--- config.mk ---
export PLATFORM = sky130hd
export DESIGN_NAME = id_stage
export DESIGN_NICKNAME = d
export VERILOG_FILES = /design/src/rtl/rv_pkg.sv /design/src/rtl/imm_gen.sv /design/src/rtl/id_stage.sv
export SDC_FILE = /design/constraint.sdc
export NUM_CORES = 1
export LEC_CHECK = 0
export BUFFER_PORTS_ARGS = -buffer_cell sky130_fd_sc_hd__buf_2
export CAP_MARGIN = 15
export CORE_MARGIN = 1
export CORE_UTILIZATION = 45
export CTS_BUF_LIST = sky130_fd_sc_hd__clkbuf_2
export CTS_CLUSTER_DIAMETER = 120
export DETAILED_ROUTE_END_ITERATION = 12
export PLACE_DENSITY = 0.79
export SYNTH_ARGS = -nofsm -noshare
export SYNTH_HDL_FRONTEND = slang
export SYNTH_SLANG_ARGS = --single-unit
--- constraint.sdc ---
create_clock -name clk -period 1.9 [get_ports clk]
set_input_delay 0.095 -clock clk [delete_from_list [all_inputs] [get_ports clk]]
set_output_delay 0.095 -clock clk [all_outputs]
set_load 0.02 [all_outputs]
--- src/rtl/rv_pkg.sv ---
// Shared RV32I decode definitions: opcode encodings, immediate formats and
// default datapath widths for the decode stage.
package rv_pkg;

  localparam int REG_SIZE_DEF      = 32;
  localparam int REG_FILE_BITS_DEF = 5;

  localparam logic [6:0] OPC_LOAD   = 7'b0000011;
  localparam logic [6:0] OPC_STORE  = 7'b0100011;
  localparam logic [6:0] OPC_BRANCH = 7'b1100011;
  localparam logic [6:0] OPC_JAL    = 7'b1101111;
  localparam logic [6:0] OPC_JALR   = 7'b1100111;
  localparam logic [6:0] OPC_OP     = 7'b0110011;
  localparam logic [6:0] OPC_OP_IMM = 7'b0010011;
  localparam logic [6:0] OPC_LUI    = 7'b0110111;
  localparam logic [6:0] OPC_AUIPC  = 7'b0010111;

  // Immediate format selected by the decoder; NONE yields zero (R-type, illegal).
  typedef enum logic [2:0] {
    IMM_NONE = 3'd0,
    IMM_I    = 3'd1,
    IMM_S    = 3'd2,
    IMM_B    = 3'd3,
    IMM_U    = 3'd4,
    IMM_J    = 3'd5
  } imm_type_e;

endpackage

--- src/rtl/imm_gen.sv ---
// Immediate generator: reassembles the scattered RV32I immediate bits for the
// selected format and sign-extends to the datapath width. Opcode bits are not
// needed here, so only instr[31:7] is taken.
module imm_gen
  import rv_pkg::*;
#(
  parameter int REG_SIZE = REG_SIZE_DEF
) (
  input  logic [31:7]         instr,
  input  imm_type_e           imm_type,
  output logic [REG_SIZE-1:0] imm
);

  logic [31:0] imm32;

  // Per-format bit reassembly into a 32-bit signed immediate
  always_comb begin
    imm32 = '0;
    case (imm_type)
      IMM_I:   imm32 = {{20{instr[31]}}, instr[31:20]};
      IMM_S:   imm32 = {{20{instr[31]}}, instr[31:25], instr[11:7]};
      IMM_B:   imm32 = {{20{instr[31]}}, instr[7], instr[30:25], instr[11:8], 1'b0};
      IMM_U:   imm32 = {instr[31:12], 12'b0};
      IMM_J:   imm32 = {{12{instr[31]}}, instr[19:12], instr[20], instr[30:21], 1'b0};
      default: imm32 = '0;
    endcase
  end

  assign imm = REG_SIZE'($signed(imm32));

endmodule

--- src/rtl/id_stage.sv ---
// RV32I decode stage: decodes the IF/ID instruction, reads operands from the
// register file, detects load-use hazards against the ID/EX slot and owns the
// ID/EX pipeline register (flush > hold > bubble > capture).
module id_stage
  import rv_pkg::*;
#(
  parameter int REG_FILE_BITS = REG_FILE_BITS_DEF,
  parameter int REG_SIZE      = REG_SIZE_DEF
) (
  input  logic                     clk,
  input  logic                     rst,
  input  logic                     if_valid,
  input  logic [31:0]              if_instr,
  input  logic [REG_SIZE-1:0]      if_pc,
  input  logic                     flush,
  input  logic                     ex_hold,
  output logic [REG_FILE_BITS-1:0] rf_read_num1,
  output logic [REG_FILE_BITS-1:0] rf_read_num2,
  input  logic [REG_SIZE-1:0]      rf_out_reg1,
  input  logic [REG_SIZE-1:0]      rf_out_reg2,
  output logic                     id_stall,
  output logic                     ex_valid,
  output logic [REG_SIZE-1:0]      ex_pc,
  output logic [REG_SIZE-1:0]      ex_rs1_val,
  output logic [REG_SIZE-1:0]      ex_rs2_val,
  output logic [REG_SIZE-1:0]      ex_imm,
  output logic [REG_FILE_BITS-1:0] ex_rd,
  output logic [REG_FILE_BITS-1:0] ex_rs1_num,
  output logic [REG_FILE_BITS-1:0] ex_rs2_num,
  output logic [6:0]               ex_opcode,
  output logic [2:0]               ex_funct3,
  output logic                     ex_funct7b5,
  output logic                     ex_reg_we,
  output logic                     ex_mem_read,
  output logic                     ex_mem_write,
  output logic                     ex_illegal
);

  typedef struct packed {
    logic                     valid;
    logic [REG_SIZE-1:0]      pc;
    logic [REG_SIZE-1:0]      rs1_val;
    logic [REG_SIZE-1:0]      rs2_val;
    logic [REG_SIZE-1:0]      imm;
    logic [REG_FILE_BITS-1:0] rd;
    logic [REG_FILE_BITS-1:0] rs1_num;
    logic [REG_FILE_BITS-1:0] rs2_num;
    logic [6:0]               opcode;
    logic [2:0]               funct3;
    logic                     funct7b5;
    logic                     reg_we;
    logic                     mem_read;
    logic                     mem_write;
    logic                     illegal;
  } idex_t;

  idex_t ex_d, ex_q;
  idex_t cap;

  logic [6:0]               opcode;
  logic [REG_FILE_BITS-1:0] rd, rs1, rs2;
  logic                     dec_legal, dec_rs1_used, dec_rs2_used;
  logic                     dec_we, dec_mr, dec_mw;
  imm_type_e                dec_imm_type;
  logic [REG_SIZE-1:0]      dec_imm;
  logic                     load_use;

  assign opcode = if_instr[6:0];
  assign rd     = REG_FILE_BITS'(if_instr[11:7]);
  assign rs1    = REG_FILE_BITS'(if_instr[19:15]);
  assign rs2    = REG_FILE_BITS'(if_instr[24:20]);

  // Register file indices come straight from the instruction, valid or not
  assign rf_read_num1 = rs1;
  assign rf_read_num2 = rs2;

  // Opcode decode: operand usage, control bits and immediate format
  always_comb begin
    dec_legal    = 1'b1;
    dec_rs1_used = 1'b1;
    dec_rs2_used = 1'b0;
    dec_we       = 1'b0;
    dec_mr       = 1'b0;
    dec_mw       = 1'b0;
    dec_imm_type = IMM_NONE;
    case (opcode)
      OPC_LOAD: begin
        dec_we       = 1'b1;
        dec_mr       = 1'b1;
        dec_imm_type = IMM_I;
      end
      OPC_STORE: begin
        dec_rs2_used = 1'b1;
        dec_mw       = 1'b1;
        dec_imm_type = IMM_S;
      end
      OPC_BRANCH: begin
        dec_rs2_used = 1'b1;
        dec_imm_type = IMM_B;
      end
      OPC_JAL: begin
        dec_rs1_used = 1'b0;
        dec_we       = 1'b1;
        dec_imm_type = IMM_J;
      end
      OPC_JALR: begin
        dec_we       = 1'b1;
        dec_imm_type = IMM_I;
      end
      OPC_OP: begin
        dec_rs2_used = 1'b1;
        dec_we       = 1'b1;
      end
      OPC_OP_IMM: begin
        dec_we       = 1'b1;
        dec_imm_type = IMM_I;
      end
      OPC_LUI, OPC_AUIPC: begin
        dec_rs1_used = 1'b0;
        dec_we       = 1'b1;
        dec_imm_type = IMM_U;
      end
      default: dec_legal = 1'b0;
    endcase
    // Writes to x0 are architecturally dropped; suppress them here so EX
    // forwarding never sees a phantom producer of x0.
    if (rd == '0) dec_we = 1'b0;
  end

  imm_gen #(.REG_SIZE(REG_SIZE)) u_imm_gen (
    .instr    (if_instr[31:7]),
    .imm_type (dec_imm_type),
    .imm      (dec_imm)
  );

  // A load in EX cannot forward in time to a dependent instruction in ID
  assign load_use = if_valid & ex_q.valid & ex_q.mem_read & (ex_q.rd != '0) &
                    ((dec_rs1_used & (ex_q.rd == rs1)) |
                     (dec_rs2_used & (ex_q.rd == rs2)));

  // Flush redirects IF, so the stall is released even if other stall causes exist
  assign id_stall = ~rst & ~flush & (ex_hold | load_use);

  // Decoded instruction as it would be captured into ID/EX
  always_comb begin
    cap           = '0;
    cap.valid     = if_valid;
    cap.pc        = if_pc;
    cap.rs1_val   = rf_out_reg1;
    cap.rs2_val   = rf_out_reg2;
    cap.imm       = dec_imm;
    cap.rd        = rd;
    cap.rs1_num   = rs1;
    cap.rs2_num   = rs2;
    cap.opcode    = opcode;
    cap.funct3    = if_instr[14:12];
    cap.funct7b5  = if_instr[30];
    cap.reg_we    = if_valid & dec_we;
    cap.mem_read  = if_valid & dec_mr;
    cap.mem_write = if_valid & dec_mw;
    cap.illegal   = if_valid & ~dec_legal;
  end

  // ID/EX next-state selection in priority order: flush, hold, bubble, capture
  always_comb begin
    ex_d = ex_q;
    if (flush || (!ex_hold && load_use)) begin
      ex_d.valid     = 1'b0;
      ex_d.reg_we    = 1'b0;
      ex_d.mem_read  = 1'b0;
      ex_d.mem_write = 1'b0;
      ex_d.illegal   = 1'b0;
    end else if (ex_hold) begin
      ex_d = ex_q;
    end else begin
      ex_d = cap;
    end
  end

  // ID/EX pipeline register
  always_ff @(posedge clk) begin
    if (rst) ex_q <= '0;
    else     ex_q <= ex_d;
  end

  assign ex_valid     = ex_q.valid;
  assign ex_pc        = ex_q.pc;
  assign ex_rs1_val   = ex_q.rs1_val;
  assign ex_rs2_val   = ex_q.rs2_val;
  assign ex_imm       = ex_q.imm;
  assign ex_rd        = ex_q.rd;
  assign ex_rs1_num   = ex_q.rs1_num;
  assign ex_rs2_num   = ex_q.rs2_num;
  assign ex_opcode    = ex_q.opcode;
  assign ex_funct3    = ex_q.funct3;
  assign ex_funct7b5  = ex_q.funct7b5;
  assign ex_reg_we    = ex_q.reg_we;
  assign ex_mem_read  = ex_q.mem_read;
  assign ex_mem_write = ex_q.mem_write;
  assign ex_illegal   = ex_q.illegal;

endmodule

# Yosys cells after proc, flatten, opt, wreduce, memory -nomap -nowiden
# Index checks and enable logic that the tools add are counted.
# word_totals
out_inout_bits	170
register_bits	159
wordCells	72
input_bits	133
# classes
eq_ne	16
n_bitwise	19
n_reduce_logical	13
mux	9
# op_table
op	n
case mux 32 bit (5 select lines)	1
equality test 7 x 6 -> 1 bit (second input constant)	3
equality test 7 bit (second input constant)	3
case mux 3 bit (5 select lines)	1
equality test 7 x 5 -> 1 bit (second input constant)	2
AND 1 bit	12
equality test 5 bit	2
OR reduction 3 bit	3
OR reduction 9 bit	1
equality test 7 x 2 -> 1 bit (second input constant)	1
2-to-1 mux 1 bit	7
OR reduction 7 bit	1
equality test 3 x 2 -> 1 bit (second input constant)	2
equality test 3 bit (second input constant)	2
logical NOT 5 bit	1
inverter 1 bit	5
nonzero test 5 bit	1
OR reduction 2 bit	2
equality test 3 x 1 -> 1 bit (second input constant)	1
bitwise OR 1 bit	2
AND reduction 2 bit	1
logical AND 1 bit	1
logical NOT 1 bit	1
logical OR 1 bit	1

# Longest topological paths before layout
# depth
depth_word	10
mapped_depth	9
depth_no_buf	5

# Cells and area by module
# Synthesis repeated with hierarchy kept, for this count alone.
# unflattened
hier_cells	811
hier_area_um2	7838.8
# modules_own_cells
module	cells_each	area_each_um2	n_inst
id_stage	745	7448.4	1
imm_gen	66	390.4	1

# Worst setup path before layout
# No wires, ideal clock.
# synth_path
kind	register to register
start	register ex_q (netlist bit ex_rd[0])
end	register ex_q (netlist bit ex_funct3[0])
path_slack_ns	-0.080
n_path_buf	3
arrival_ns	1.909
required_time_ns	1.828
stages_incl_launch_ff	9
setup_time_ns	0.072
cell_sequence	dfxtp_1 nor4_2 a211oi_1 a311oi_2 o21a_1 buf_4 buf_12 buf_12 mux2i_1
# synth_via
elab_chain_cells	8
# synth_lines
item	line	text
start, declared	id_stage.sv:57	idex_t ex_d, ex_q;
start signal, assigned	id_stage.sv:182	if (rst) ex_q <= '0;
start signal, assigned	id_stage.sv:183	else ex_q <= ex_d;
equality test 5 bit, on equally long branches	id_stage.sv:138, id_stage.sv:139	
AND 1 bit, on equally long branches	id_stage.sv:138, id_stage.sv:139	
bitwise OR 1 bit	id_stage.sv:138	((dec_rs1_used & (ex_q.rd == rs1)) |
AND 1 bit (*)	id_stage.sv:137	assign load_use = if_valid & ex_q.valid & ex_q.mem_read & (ex_q.rd != '0) &
logical AND 1 bit (*)	id_stage.sv:167	if (flush || (!ex_hold && load_use)) begin
logical OR 1 bit (*)	id_stage.sv:167	
inverter 1 bit (no line) (*)	--	
AND reduction 2 bit (no line) (*)	--	
# Every way passes the cells marked *; elsewhere a longest branch is shown, timed or not.
# A chain may end at the register's enable or synchronous reset.

# Worst setup path in the final report
# layout_path
start	register ex_q (netlist bit ex_valid)
end	output port id_stall
# layout_via
elab_chain_cells	6
# layout_lines
item	line	text
AND 1 bit (4 in series)	id_stage.sv:137	
bitwise OR 1 bit	id_stage.sv:142	assign id_stall = ~rst & ~flush & (ex_hold | load_use);
AND 1 bit	id_stage.sv:142	
end, declared	id_stage.sv:21	output logic id_stall,
# No other way between the ends.

==> run summary <==
Synth top area share: 44.1%
CP Launch Type: flop
Post-synth EDFFs: 0
Die Wd: 129 um
Top FF cell, synth: dfxtp_1
min cycle time layout: 2.26 ns
failing checks: negative setup slack
vias per inst: 5.24
sw frac: 31.2%
DP HPWL: 14,900 um
PwrDens: 632 nW/um^2
Placement Cell Area: 8940 sq um
Worst Path Required: 1.80 ns
drt initial violations: 466
Mean Syn Cell Area: 9.04 sq um
CP bufs+invs: 1
worst setup margin: -0.359 ns
crit-path max cell delay: 0.47 ns
clk root buf: clkbuf_2
Buffers on Ports: 302
Placed Cells incl. Taps: 1,277
final-report hold violation count: 0
Pwr Total: 0.00700 W
Yosys top cell by area: dfxtp_1
Slew HR: 32.3%
share of layout cells above drive strength 1: 34.0%
outcome: finished with violations
Die Area: 16,500 sq um
P_sw: 0.00219 W
critical path fanouts, max: 4
mapped cell area: 7220 sq um
area of the multi-input gates: 3660 sq um
DR pass1 iterations: 7
die height: 129 um
Vias: 7,719
Max-Cap Viols: 0
critical-path cell list: nand4_1 > a211oi_2 > nand3_2 > o21ai_2 > o21ba_4 > buf_6
total I/O pin count: 303
cell with the most instances after synthesis: nand2_1
maximum VDD drop: 0.467 mV
P&R area growth vs syn: 53.4%
Placer Congestion: 0.886
critical path endpoint category: output pin
clock insertion delay at the later pin of the skew report: 0.72 ns
Distinct cells, synth: 49
RSZ-0062 raised after global routing: true
largest net degree at the start of global routing: 81
initial antenna violation count: 2
antenna-violating nets left: 0
Syn Nets: 931
initial core utilization: 46.8%
GRT Overall Usage: 28.9%
register area share after synthesis: 44.1%
total wire length: 26,400 um
Least-Margin Pin Slew: 1.01 ns
number of buffers created by CTS: 17
fmax: 443 MHz
final non-filler cell area: 11,100 sq um
Worst Hold Class: input port to flop
Net count, final: 1,378
Clk pwr share: 27.7%
kind of critical path: flop to output pin
CTS clk-pin slew, worst paths: 0.27 ns
asr flop ratio synth: 0%
ranking of synthesized cells by instance count: nand2_1, dfxtp_1, mux2i_1
CTS tree: yes
non-filler cells, final: 1,474
Slew Limit Fails: 0
htree depth: 4
final setup fails: 155
post-synthesis cell count: 798
sequential cell area: 3200 sq um
Rows: 45
part of the power in combinational logic: 21.5%
WL/cell: 17.9 um
P_int: 0.00481 W
first-pass GRT wire length: 36,900 um
final worst-path cycle share: 119%
fillers: 1,073
CTS max path bufs: 2
leakage: 5.26 nW
warnings from Yosys: 0
DRC Markers: 0
Slowest-stage cell, CP: dfxtp_1
Sink Count: 159
core area: 15,400 sq um
Synth area leaders: dfxtp_1, mux2i_1, nand2_1, buf_12, o211ai_1
grt total ovfl: 0
FF+latch count, synth: 159
dpl ws: -0.103 ns
Clock Skews: 0.0526 ns
cell family with most CP delay: compound AO/OA/AOI/OAI gates
WP data arrival: 2.16 ns
vias in the first global route: 7,386
sequential cell fraction of total power: 50.8%
==> worst paths after layout <==
| path | slack [ns] | cells after the start | end | startpoint |
|---|---|---|---|---|
| worst min register to register | 0.47 | 2 | ex_funct3[2]$_SDFFE_PP0P_ | ex_funct3[2]$_SDFFE_PP0P_ |
| worst max register to register | -0.27 | 7 | ex_rs2_val[11]$_SDFFE_PP0P_ | ex_rd[2]$_SDFFE_PP0P_ |
| worst max-delay path | -0.36 | 6 | id_stall | ex_valid$_SDFFE_PP0N_ |
| worst min-delay path | 0.10 | 6 | ex_imm[11]$_SDFFE_PP0P_ | if_instr[5] |
==> power by group through the flow <==
stage	clock network [W]	logic [W]	registers, W
2_1_floorplan	0	0.000524	0.00378
3_3_place_gp	0	0.00110	0.00361
3_5_place_dp	0	0.00112	0.00361
4_1_cts	0.00195	0.00137	0.00355
5_1_grt	0.00210	0.00158	0.00357
6_report	0.00194	0.00150	0.00356
==> layer usage <==
layer | share of wire [%] | routed length, um | up-vias | track usage [%]
met3 | 9.2 | 2420 | 121 | 8.65
met2 | 48 | 12800 | 482 | 49.4
met5 | 0 | 0 | - | 0
met4 | 5.4 | 1430 | 0 | 19.0
li1 | - | - | 3573 | -
met1 | 37 | 9810 | 3543 | 31.1
==> layout by cell type, fill, tap and decap left out, types with 4 or more instances in the layout <==
| cell | netlist | layout |
|---|---|---|
| a211oi_1 | 6 | 5 |
| a21oi_1 | 6 | 5 |
| a22o_1 | 4 | 4 |
| and2_1 | 9 | 9 |
| and3_1 | 12 | 12 |
| buf_12 | 10 | 12 |
| buf_2 | 7 | 301 |
| buf_4 | 14 | 29 |
| buf_6 | 0 | 8 |
| clkbuf_16 | 0 | 7 |
| clkbuf_2 | 0 | 18 |
| clkinvlp_4 | 0 | 5 |
| dfxtp_1 | 159 | 153 |
| dfxtp_4 | 0 | 4 |
| diode_2 | 0 | 5 |
| dlygate4sd3_1 | 0 | 139 |
| inv_1 | 5 | 4 |
| mux2i_1 | 154 | 145 |
| mux2i_2 | 0 | 7 |
| nand2_1 | 279 | 278 |
| nand3_1 | 12 | 10 |
| nor2_1 | 5 | 5 |
| o211ai_1 | 21 | 21 |
| or3b_2 | 5 | 5 |
| xor2_1 | 8 | 7 |
==> tightest hold or removal path, cell delays in order <==
cell and delay (ns):
buf_2 0.14, nor2b_1 0.15, nand3_1 0.08, a211oi_1 0.08, o211ai_1 0.17, mux2i_1 0.08
==> what timing repair did <==
| item | CTS | global route |
|---|---|---|
| setup endpoints to repair | 124 | 155 |
| gates cloned | 2 | 8 |
| pin swaps | 5 | 9 |
| hold endpoints to repair | 159 | 1 |
| gates resized for setup | 14 | 27 |
| hold buffers | 139 | 1 |
| buffers inserted | 3 | 9 |
==> sequential cells by signal, indices dropped and copies added, names as in the netlist <==
| name | cells |
|---|---|
| ex_imm | 32 |
| ex_funct7b5 | 1 |
| ex_mem_write | 1 |
| ex_rs2_val | 32 |
| ex_rs1_num | 5 |
| ex_mem_read | 1 |
| ex_rd | 5 |
| ex_illegal | 1 |
| ex_opcode | 7 |
| ex_pc | 32 |
| ex_funct3 | 3 |
| ex_rs1_val | 32 |
| ex_reg_we | 1 |
| ex_valid | 1 |
| ex_rs2_num | 5 |
==> final cells by class <==
type	instances	share of cell area, %
Multi-Input combinational cell	564	33.1
Timing Repair Buffer	498	33.1
Sequential cell	159	28.9
Tap cell	211	2.38
Clock inverter	14	1.41
Clock buffer	18	0.814
Inverter	5	0.237
Antenna cell	5	0.113
==> per-stage QoR <==
stage / TNS, ns / hold WS [ns] / utilization, %
4_1_cts: -15.46 / 0.0175 / 69.5
2_1_floorplan: 0 / 0.230 / -
3_3_place_gp: -0.365 / 0.341 / 58.0
3_5_place_dp: -6.39 / 0.347 / 58.0
5_1_grt: -35.54 / 0.0606 / 71.7
6_report: -21.95 / 0.102 / 71.8
==> logic make-up after synthesis <==
kind of cell              share of synthesized area (%)
buffers and inverters                              7.06
xor gates and xnor gates                           1.21
muxes                                              21.5
DFF                                                44.1
and+or+nand+nor                                    20.7
AOI/OAI and AO/OA                                  5.43
Note: power is estimated with default switching activity, not from simulation.
